$ cat src/rtl/ex_operand_stage.sv
// ex_operand_stage
//   ID/EX pipeline register in front of the 64-bit LEGv8 ALU. It holds one
//   decoded instruction under a valid/ready handshake. Operands are forwarded
//   from EX/MEM and MEM/WB, and the stage supports stall and flush.
//
// Ports
//   clk, reset              rising-edge clock, async active-high reset
//   in_valid / in_ready     decode-side handshake
//   in_rd1, in_rd2, in_imm  register-file data and sign-extended immediate
//   in_alu_src, in_alu_ctl  operand-b select and ALU opcode
//   in_rn, in_rm, in_rd     register indices
//   in_reg_write            instruction writes rd
//   flush                   drop held and incoming instruction
//   exmem_*, memwb_*        forwarding sources (write enable, index, result)
//   out_valid / out_ready   ALU-side handshake
//   a, b, ALUcontrol        ALU operands and opcode
//   store_data              forwarded Rm/Rt for stores
//   out_rd, out_reg_write   destination passthrough (write gated by out_valid)
module ex_operand_stage #(
  parameter int N = 64
) (
  input  logic         clk,
  input  logic         reset,
  input  logic         in_valid,
  output logic         in_ready,
  input  logic [N-1:0] in_rd1,
  input  logic [N-1:0] in_rd2,
  input  logic [N-1:0] in_imm,
  input  logic         in_alu_src,
  input  logic [3:0]   in_alu_ctl,
  input  logic [4:0]   in_rn,
  input  logic [4:0]   in_rm,
  input  logic [4:0]   in_rd,
  input  logic         in_reg_write,
  input  logic         flush,
  input  logic         exmem_reg_write,
  input  logic [4:0]   exmem_rd,
  input  logic [N-1:0] exmem_result,
  input  logic         memwb_reg_write,
  input  logic [4:0]   memwb_rd,
  input  logic [N-1:0] memwb_result,
  output logic         out_valid,
  input  logic         out_ready,
  output logic [N-1:0] a,
  output logic [N-1:0] b,
  output logic [3:0]   ALUcontrol,
  output logic [N-1:0] store_data,
  output logic [4:0]   out_rd,
  output logic         out_reg_write
);

  localparam logic [4:0] XZR = 5'd31;

  logic         valid_q;
  logic [N-1:0] rd1_q;
  logic [N-1:0] rd2_q;
  logic [N-1:0] imm_q;
  logic         alu_src_q;
  logic [3:0]   alu_ctl_q;
  logic [4:0]   rn_q;
  logic [4:0]   rm_q;
  logic [4:0]   rd_q;
  logic         reg_write_q;
  logic         load;

  assign in_ready = ~valid_q | out_ready;
  assign load     = in_valid & in_ready & ~flush;

  always_ff @(posedge clk or posedge reset) begin
    if (reset) begin
      valid_q     <= 1'b0;
      rd1_q       <= '0;
      rd2_q       <= '0;
      imm_q       <= '0;
      alu_src_q   <= 1'b0;
      alu_ctl_q   <= 4'b0000;
      rn_q        <= 5'd0;
      rm_q        <= 5'd0;
      rd_q        <= 5'd0;
      reg_write_q <= 1'b0;
    end else begin
      if (flush) begin
        valid_q <= 1'b0;
      end else if (load) begin
        valid_q <= 1'b1;
      end else if (valid_q & out_ready) begin
        valid_q <= 1'b0;
      end
      // Fields only move on a real load; flush and drain leave them stale.
      if (load) begin
        rd1_q       <= in_rd1;
        rd2_q       <= in_rd2;
        imm_q       <= in_imm;
        alu_src_q   <= in_alu_src;
        alu_ctl_q   <= in_alu_ctl;
        rn_q        <= in_rn;
        rm_q        <= in_rm;
        rd_q        <= in_rd;
        reg_write_q <= in_reg_write;
      end
    end
  end

  // Forwarding reads the held indices every cycle, so a stalled instruction
  // picks up results that arrive during the stall. EX/MEM is younger and wins.
  logic [N-1:0] fwd_rn;
  logic [N-1:0] fwd_rm;

  always_comb begin
    fwd_rn = rd1_q;
    if (exmem_reg_write && (exmem_rd == rn_q) && (rn_q != XZR)) begin
      fwd_rn = exmem_result;
    end else if (memwb_reg_write && (memwb_rd == rn_q) && (rn_q != XZR)) begin
      fwd_rn = memwb_result;
    end
  end

  always_comb begin
    fwd_rm = rd2_q;
    if (exmem_reg_write && (exmem_rd == rm_q) && (rm_q != XZR)) begin
      fwd_rm = exmem_result;
    end else if (memwb_reg_write && (memwb_rd == rm_q) && (rm_q != XZR)) begin
      fwd_rm = memwb_result;
    end
  end

  assign out_valid     = valid_q;
  assign a             = fwd_rn;
  assign store_data    = fwd_rm;
  assign b             = alu_src_q ? imm_q : fwd_rm;
  assign ALUcontrol    = alu_ctl_q;
  assign out_rd        = rd_q;
  assign out_reg_write = reg_write_q & valid_q;

endmodule

$ cat config.mk
export PLATFORM = sky130hd
export DESIGN_NAME = ex_operand_stage
export DESIGN_NICKNAME = d
export VERILOG_FILES = /design/src/rtl/ex_operand_stage.sv
export SDC_FILE = /design/constraint.sdc
export NUM_CORES = 1
export LEC_CHECK = 0
export ABC_CLOCK_PERIOD_IN_PS = 8400
export BUFFER_PORTS_ARGS = -buffer_cell sky130_fd_sc_hd__buf_4
export CORE_AREA = 5 5 216 218
export DETAILED_ROUTE_END_ITERATION = 12
export DIE_AREA = 0 0 221 223
export PLACE_DENSITY_LB_ADDON = 0.25
export SETUP_SLACK_MARGIN = 0.02
export SYNTH_ARGS = -nofsm -noshare
export SYNTH_HDL_FRONTEND = slang
export SYNTH_SLANG_ARGS = --single-unit
$ cat constraint.sdc
create_clock -name clk -period 8.4 [get_ports clk]
set_input_delay 0.42 -clock clk [delete_from_list [all_inputs] [get_ports clk]]
set_output_delay 0.42 -clock clk [all_outputs]
set_load 0.1 [all_outputs]
==> impl_metrics.json, run 1 <==
{
  "grt_pass1_vias": 12270,
  "finalPower_mw": 5.583,
  "netlist.area_leader.share_pct": 42.98,
  "maxSlewViolCount": 0,
  "clk_pin_slew_ns": 0.06,
  "cellPowerDensity_nw_per_um2": 309.5,
  "final-setup-viol-count": 0,
  "drv_cap": 0,
  "grt_pass1_wl_um": 80610,
  "worstSetupPathType": "reg2out",
  "pre_cts_slack_ns": 4.465,
  "finalWorstSetupSlack_ns": 3.874,
  "tightest_slew_ns": 1.037,
  "dr_total_vias": 11800,
  "coreArea_um2": 44700,
  "design_area_um2": 18040,
  "hold_viol": 0,
  "gp_congestion": 0.8853,
  "dp_cells": 2226,
  "synth_edf_count": 0,
  "fin_skew_ns": 0.009646,
  "cts_made_buffers": 28,
  "worst_r2r_endpoint": "rd2_q[15]$_DFFE_PP0P_",
  "utilization_pct": 40.36,
  "synth_area_per_cell_um2": 10.68,
  "worstHoldPathType": "in2async",
  "postCtsHoldBufs": 0,
  "worst_skew_pair.late_latency_ns": 0.55,
  "yosysTopAreaCell": "dfrtp_1",
  "r2r-start": "out_valid$_DFFE_PP0P_",
  "total_leakage_power_nw": 7.746,
  "die_y_um": 223,
  "cts_resized": 0,
  "dpl.hpwl_um": 38580,
  "internal_power_mw": 2.707,
  "switchingPower_mw": 2.876,
  "rsz0062_at_grt": "no",
  "outcome": "finished, final reports clean",
  "cts_sinks": 214,
  "cts_tree": "done",
  "relSlewSlack_pct": 30.87,
  "synth.most_common_cell": "mux2_2",
  "crit_arrival_ns": 4.11,
  "io_pins": 562,
  "swShare_pct": 51.51,
  "postRouteAntennaNets": 0,
  "fillers": 4490,
  "path_cells": "nand3_1 > o211ai_1 > buf_4 > or2_2 > buf_4 > a31oi_1 > mux2_2 > buf_4",
  "clockRootBuffer": "clkbuf_16",
  "dieWidth_um": 221,
  "vias_per_cell": 5.179,
  "synth-warning-count": 0,
  "max_freq_mhz": 220.9,
  "placed_area_um2": 17080,
  "portBuffers": 561,
  "die_area_um2": 49280,
  "grt_max_degree": 146,
  "netlist_area_um2": 12460,
  "final_min_period_over_clock_period_pct": 53.89,
  "cpMostUsedCell": "buf_4",
  "antenna_found_initial": 4,
  "yosysUniqueCellTypes": 27,
  "p_seq_share_pct": 24.0,
  "first_pass_iters": 5,
  "fin_nets": 2014,
  "drive_gt1_share_pct": 54.44,
  "setup_tns_ns": 0,
  "initial_core_util_pct": 27.87,
  "drc": 0,
  "synth_common_cells": "mux2_2, dfrtp_1, nand2_1, nand3_1, nor3_1",
  "drt_wl_total_um": 54680,
  "crit_path_end_kind": "output port",
  "synth-seq-cells": 214,
  "drtIter0Drc": 831,
  "cpMaxStageDelayCell": "buf_4",
  "post_cts_buffers": 0,
  "startpoint_type": "register",
  "clockPowerShare_pct": 22.4,
  "syn_to_final_growth_pct": 44.79,
  "rr_worst_depth": 5,
  "fin_crit_ns": 4.526,
  "grt_overflow": 0,
  "cts_max_path_buffers": 3,
  "peakVddDrop_uv": 204.4,
  "synthArstFlopShare_pct": 100.0,
  "wl_per_cell_um": 23.99,
  "synth_area_leaders": "dfrtp_1, mux2_2, mux2i_1",
  "critPathMaxStageDelay_ns": 0.72,
  "rrSetupSlack_ns": 5.25,
  "synthCells": 1166,
  "ys.flop_type": "dfrtp_1",
  "crit_required_ns": 7.98,
  "stdcell_count": 2279,
  "grt_use_total_pct": 20.84,
  "whs_ns": 0.02198,
  "yosysSeqAreaShare_pct": 42.98,
  "htreeDepth": 1,
  "rows": 78,
  "cp_max_fo": 65,
  "synth_nets": 1524,
  "combPwrFrac_pct": 53.6
}
-- cells by family after synthesis --
group                     synth area share (%)
muxes                                    30.18
DFF                                      42.98
xor gates and xnor gates                 1.406
AOI/OAI and AO/OA                        9.702
buffers and inverters                    4.389
and+or+nand+nor                          11.34
-- cell type report --
| cell class | count | area [um^2] | share of cell area (%) |
|---|---|---|---|
| inverters | 2 | 15.01 | 0.08323 |
| flip-flops and latches | 214 | 5359 | 29.71 |
| clock buffers | 43 | 868.3 | 4.814 |
| clock inverters | 8 | 90.09 | 0.4994 |
| repair buffers | 578 | 4352 | 24.12 |
| multi-input cells | 832 | 6599 | 36.58 |
| well taps | 600 | 750.7 | 4.162 |
| diodes | 2 | 5.005 | 0.02774 |
-- registers in the layout, summed over array words and instances, names as in the netlist, 4 cells and up --
signal,cells
ALUcontrol,4
imm_q,64
out_rd,5
rd1_q,64
rd2_q,64
rm_q,5
rn_q,5
-- routing by layer --
metal | track usage, % | wire length [um] | vias up
li1 | - | - | 5308
met3 | 6.724 | 4923 | 107
met1 | 24.43 | 20760 | 5761
met2 | 35.99 | 26850 | 624
met5 | 0 | 34 | -
met4 | 7.323 | 2117 | 4
-- how the worst max path moves through the flow --
stage / from / end / slack [ns] / cells past startpoint
floorplan: reset / ALUcontrol[0]$_DFFE_PP0P_ / 2.13 / 1
CTS: rm_q[1]$_DFFE_PP0P_ / b[58] / 3.84 / 8
global placement: rm_q[1]$_DFFE_PP0P_ / b[58] / 4.48 / 8
finish: rm_q[1]$_DFFE_PP0P_ / b[58] / 3.87 / 8
detailed placement: rm_q[1]$_DFFE_PP0P_ / b[58] / 4.47 / 8
global route: rm_q[1]$_DFFE_PP0P_ / b[58] / 3.67 / 8
-- power groups by stage --
stage | logic [mW] | clock network (mW) | registers [mW]
6_report | 2.99 | 1.25 | 1.34
5_1_grt | 3.08 | 1.34 | 1.36
4_1_cts | 3.00 | 1.30 | 1.34
3_5_place_dp | 2.99 | 0 | 1.36
3_3_place_gp | 2.98 | 0 | 1.35
2_1_floorplan | 2.27 | 0 | 1.35
-- layout by cell type, fill, tap and decap left out, drive strengths merged, types with 4 or more instances in the layout --
master,synthesis,layout
a31oi,64,64
and3,64,64
buf,65,578
clkbuf,53,43
clkinv,0,6
dfrtp,214,214
mux2,277,277
mux2i,64,64
nand2,68,68
nand3,66,66
nand4,4,4
nor2,4,4
nor3,65,65
o21ai,64,64
o31ai,64,64
xnor2,18,18
-- critical path: cells and delay by family, from the launching register on --
family          cells  cell delay, ns
mux                 1            0.40
simple gates        2            0.42
buf+inv             3            1.58
compound gates      2            0.64
flops               1            0.44
No activity file was read; power rests on OpenSTA's default activity.
==> run 2: changes to the inputs <==
--- a/config.mk
+++ b/config.mk
@@ -5,7 +5,8 @@
 export SDC_FILE = /design/constraint.sdc
 export NUM_CORES = 1
 export LEC_CHECK = 0
-export ABC_CLOCK_PERIOD_IN_PS = 8400
+export ABC_AREA = 1
+export ABC_CLOCK_PERIOD_IN_PS = 3700
 export BUFFER_PORTS_ARGS = -buffer_cell sky130_fd_sc_hd__buf_4
 export CORE_AREA = 5 5 216 218
 export DETAILED_ROUTE_END_ITERATION = 12
==> constraint.sdc (replaced) <==
create_clock -name clk -period 3.7 [get_ports clk]
set_input_delay 0.185 -clock clk [delete_from_list [all_inputs] [get_ports clk]]
set_output_delay 0.185 -clock clk [all_outputs]
set_load 0.1 [all_outputs]
==> run 2 against run 1 <==
Effect of this change:
- cell count is 32% higher
- hold slack gained 0.33 ns
- sequential cell count did not move
- via count grew 28%
- utilization up 6.9 points
- highest routed layer is now met4
- die area stayed put
- sequential share of layout area shrank 4.3 points
- largest power group unchanged
- sequential power is 120% higher
- largest cell class unchanged
- count of clock-buffer cells in the layout shrank 1
- global-route usage up 2.9 points
- critical endpoint is now a[5]
- combinational power is 130% higher
- synthesized area grew 6.5%
- critical path type unchanged
==> impl_metrics.json, run 2 <==
{
  "outcome": "finished, final reports clean",
  "peakVddDrop_uv": 464.5,
  "netlist.area_leader.share_pct": 40.34,
  "total_leakage_power_nw": 10.67,
  "pre_cts_slack_ns": 1.147,
  "relSlewSlack_pct": 35.31,
  "cts_made_buffers": 28,
  "synth_nets": 2042,
  "antenna_found_initial": 1,
  "crit_arrival_ns": 2.95,
  "drive_gt1_share_pct": 33.62,
  "setup_tns_ns": 0,
  "crit_path_end_kind": "output port",
  "postRouteAntennaNets": 0,
  "worstSetupPathType": "reg2out",
  "coreArea_um2": 44700,
  "cts_resized": 0,
  "netlist_area_um2": 13270,
  "grt_pass1_wl_um": 93800,
  "final-setup-viol-count": 0,
  "initial_core_util_pct": 29.70,
  "worst_skew_pair.late_latency_ns": 0.55,
  "register_area_um2": 5356,
  "fin_crit_ns": 3.131,
  "cts_tree": "done",
  "multi_input_area_um2": 6744,
  "drtIter0Drc": 1071,
  "drv_cap": 0,
  "portBuffers": 561,
  "die_y_um": 223,
  "cp_max_fo": 64,
  "vias_per_cell": 4.998,
  "dp_cells": 2753,
  "clk_pin_slew_ns": 0.06,
  "startpoint_type": "register",
  "synthCells": 1684,
  "synth-warning-count": 0,
  "max_freq_mhz": 319.4,
  "cpMostUsedCell": "buf_4",
  "rows": 78,
  "critPathBufInv": 2,
  "rrSetupSlack_ns": 1.45,
  "tightest_slew_ns": 0.9703,
  "worstHoldPathType": "in2async",
  "grt_pass1_vias": 16300,
  "syn_to_final_growth_pct": 59.01,
  "r2r-start": "out_valid$_DFFE_PP0P_",
  "cts_sinks": 214,
  "drt_wl_total_um": 61420,
  "fillers": 4423,
  "hold_viol": 0,
  "synth_edf_count": 0,
  "gp_congestion": 0.9740,
  "crit_required_ns": 3.51,
  "fin_nets": 2757,
  "synth_common_cells": "nand3_1, nand2_1, dfrtp_1, inv_1, mux2_2",
  "final_min_period_over_clock_period_pct": 84.61,
  "first_pass_iters": 5,
  "clockRootBuffer": "clkbuf_16",
  "finalPower_mw": 12.61,
  "dieWidth_um": 221,
  "yosysUniqueCellTypes": 31,
  "io_pins": 562,
  "synth-seq-cells": 214,
  "grt_use_total_pct": 23.70,
  "stdcell_count": 3019,
  "rr_worst_depth": 4,
  "grt_overflow": 0,
  "grt_max_degree": 109,
  "drc": 0,
  "cpMaxStageDelayCell": "buf_4",
  "worst_r2r_endpoint": "rd2_q[54]$_DFFE_PP0P_",
  "fin_skew_ns": 0.008109,
  "finalWorstSetupSlack_ns": 0.5693,
  "htreeDepth": 1,
  "maxSlewViolCount": 0,
  "reg_top3": "imm_q (64), rd1_q (64), rd2_q (64)",
  "synth_area_per_cell_um2": 7.882,
  "synth_area_leaders": "dfrtp_1, nand3_1, mux2_2",
  "yosysSeqAreaShare_pct": 40.34,
  "critPathTopFamily": "buffers and inverters",
  "synthArstFlopShare_pct": 100.0,
  "synth.most_common_cell": "nand3_1",
  "die_area_um2": 49280,
  "layout_common_cells": "buf_4, nand3_1, nand2_1, dlygate4sd3_1, dfrtp_1",
  "rsz0062_at_grt": "no",
  "yosysTopAreaCell": "dfrtp_1",
  "cts_max_path_buffers": 3,
  "wl_per_cell_um": 20.34,
  "ys.flop_type": "dfrtp_1",
  "dr_total_vias": 15090,
  "design_area_um2": 21110,
  "utilization_pct": 47.22,
  "cellPowerDensity_nw_per_um2": 597.5,
  "path_cells": "xor2_1 > nor2_1 > nor3b_4 > buf_4 > nand3_1 > nand2_1 > buf_4",
  "critPathMaxStageDelay_ns": 0.73,
  "dpl.hpwl_um": 43650,
  "placed_area_um2": 17990,
  "whs_ns": 0.3554,
  "layout_commonest_cell": "buf_4"
}
## run 2: cell count changes after synthesis, moves of 64 or more
cell      before  now
nand2_1       68  357
nand3b_1       0   64
mux2i_1       64    0
a21oi_1        0   76
nand3_1       66  377
and3_1        64    0
nor2_1         3   82
o31ai_1       64    0
mux2_2       277  140
a31oi_1       64    0
inv_1          2  147
## run 2: where the power goes
group / total (mW) / switching, mW / internal, mW
Sequential: 2.91 / 0.194 / 2.72
Combinational: 6.89 / 5.22 / 1.67
Clock: 2.80 / 1.10 / 1.70
Total: 12.6 / 6.52 / 6.09
## run 2: cell families after synthesis
kind of cell           after synthesis  share of synthesized area (%)
flip-flops                         214                          40.34
XOR/XNOR                             5                         0.3299
buffers and inverters              275                          9.360
AO/OA/AOI/OAI                       84                          3.233
multiplexers                       140                          11.88
AND/OR/NAND/NOR                    966                          34.86
## run 2: timing repair
action	in CTS	in global routing
setup buffers	0	0
endpoints found under the hold margin	428	0
hold buffers	216	0
## run 2: metal layers
| layer | up-vias | global-route usage (%) | share of wire (%) |
|---|---|---|---|
| li1 | 6951 | - | - |
| met1 | 7262 | 27.26 | 38 |
| met2 | 710 | 41.91 | 49 |
| met3 | 167 | 5.368 | 7.2 |
| met4 | 0 | 11.08 | 5.1 |
| met5 | - | 0 | 0 |
## run 2: worst max path at each step
stage	start	end	slack, ns	cells past startpoint
floorplan	out_valid$_DFFE_PP0P_	ALUcontrol[0]$_DFFE_PP0P_	0.68	5
global placement	rm_q[2]$_DFFE_PP0P_	b[41]	1.17	8
detailed placement	rm_q[2]$_DFFE_PP0P_	b[41]	1.15	8
CTS	rm_q[2]$_DFFE_PP0P_	b[41]	0.54	8
global route	rm_q[3]$_DFFE_PP0P_	store_data[44]	0.41	8
finish	rn_q[4]$_DFFE_PP0P_	a[5]	0.57	7
## run 2: final cells by class
cell class / count / share of cell area (%)
Multi-Input combinational cell: 1195 / 31.95
Tap cell: 600 / 3.557
Inverter: 152 / 2.721
Clock inverter: 7 / 0.2964
Clock buffer: 42 / 4.191
Antenna cell: 1 / 0.01186
Timing Repair Buffer: 808 / 31.89
Sequential cell: 214 / 25.38
## run 2: worst register-to-register path, delay by kind of cell, from the launching register on
| family | cells | cell delay, ns |
|---|---|---|
| flip-flops | 1 | 0.49 |
| AND/OR/NAND/NOR | 2 | 0.82 |
| multiplexers | 1 | 0.41 |
| buffers and inverters | 1 | 0.40 |
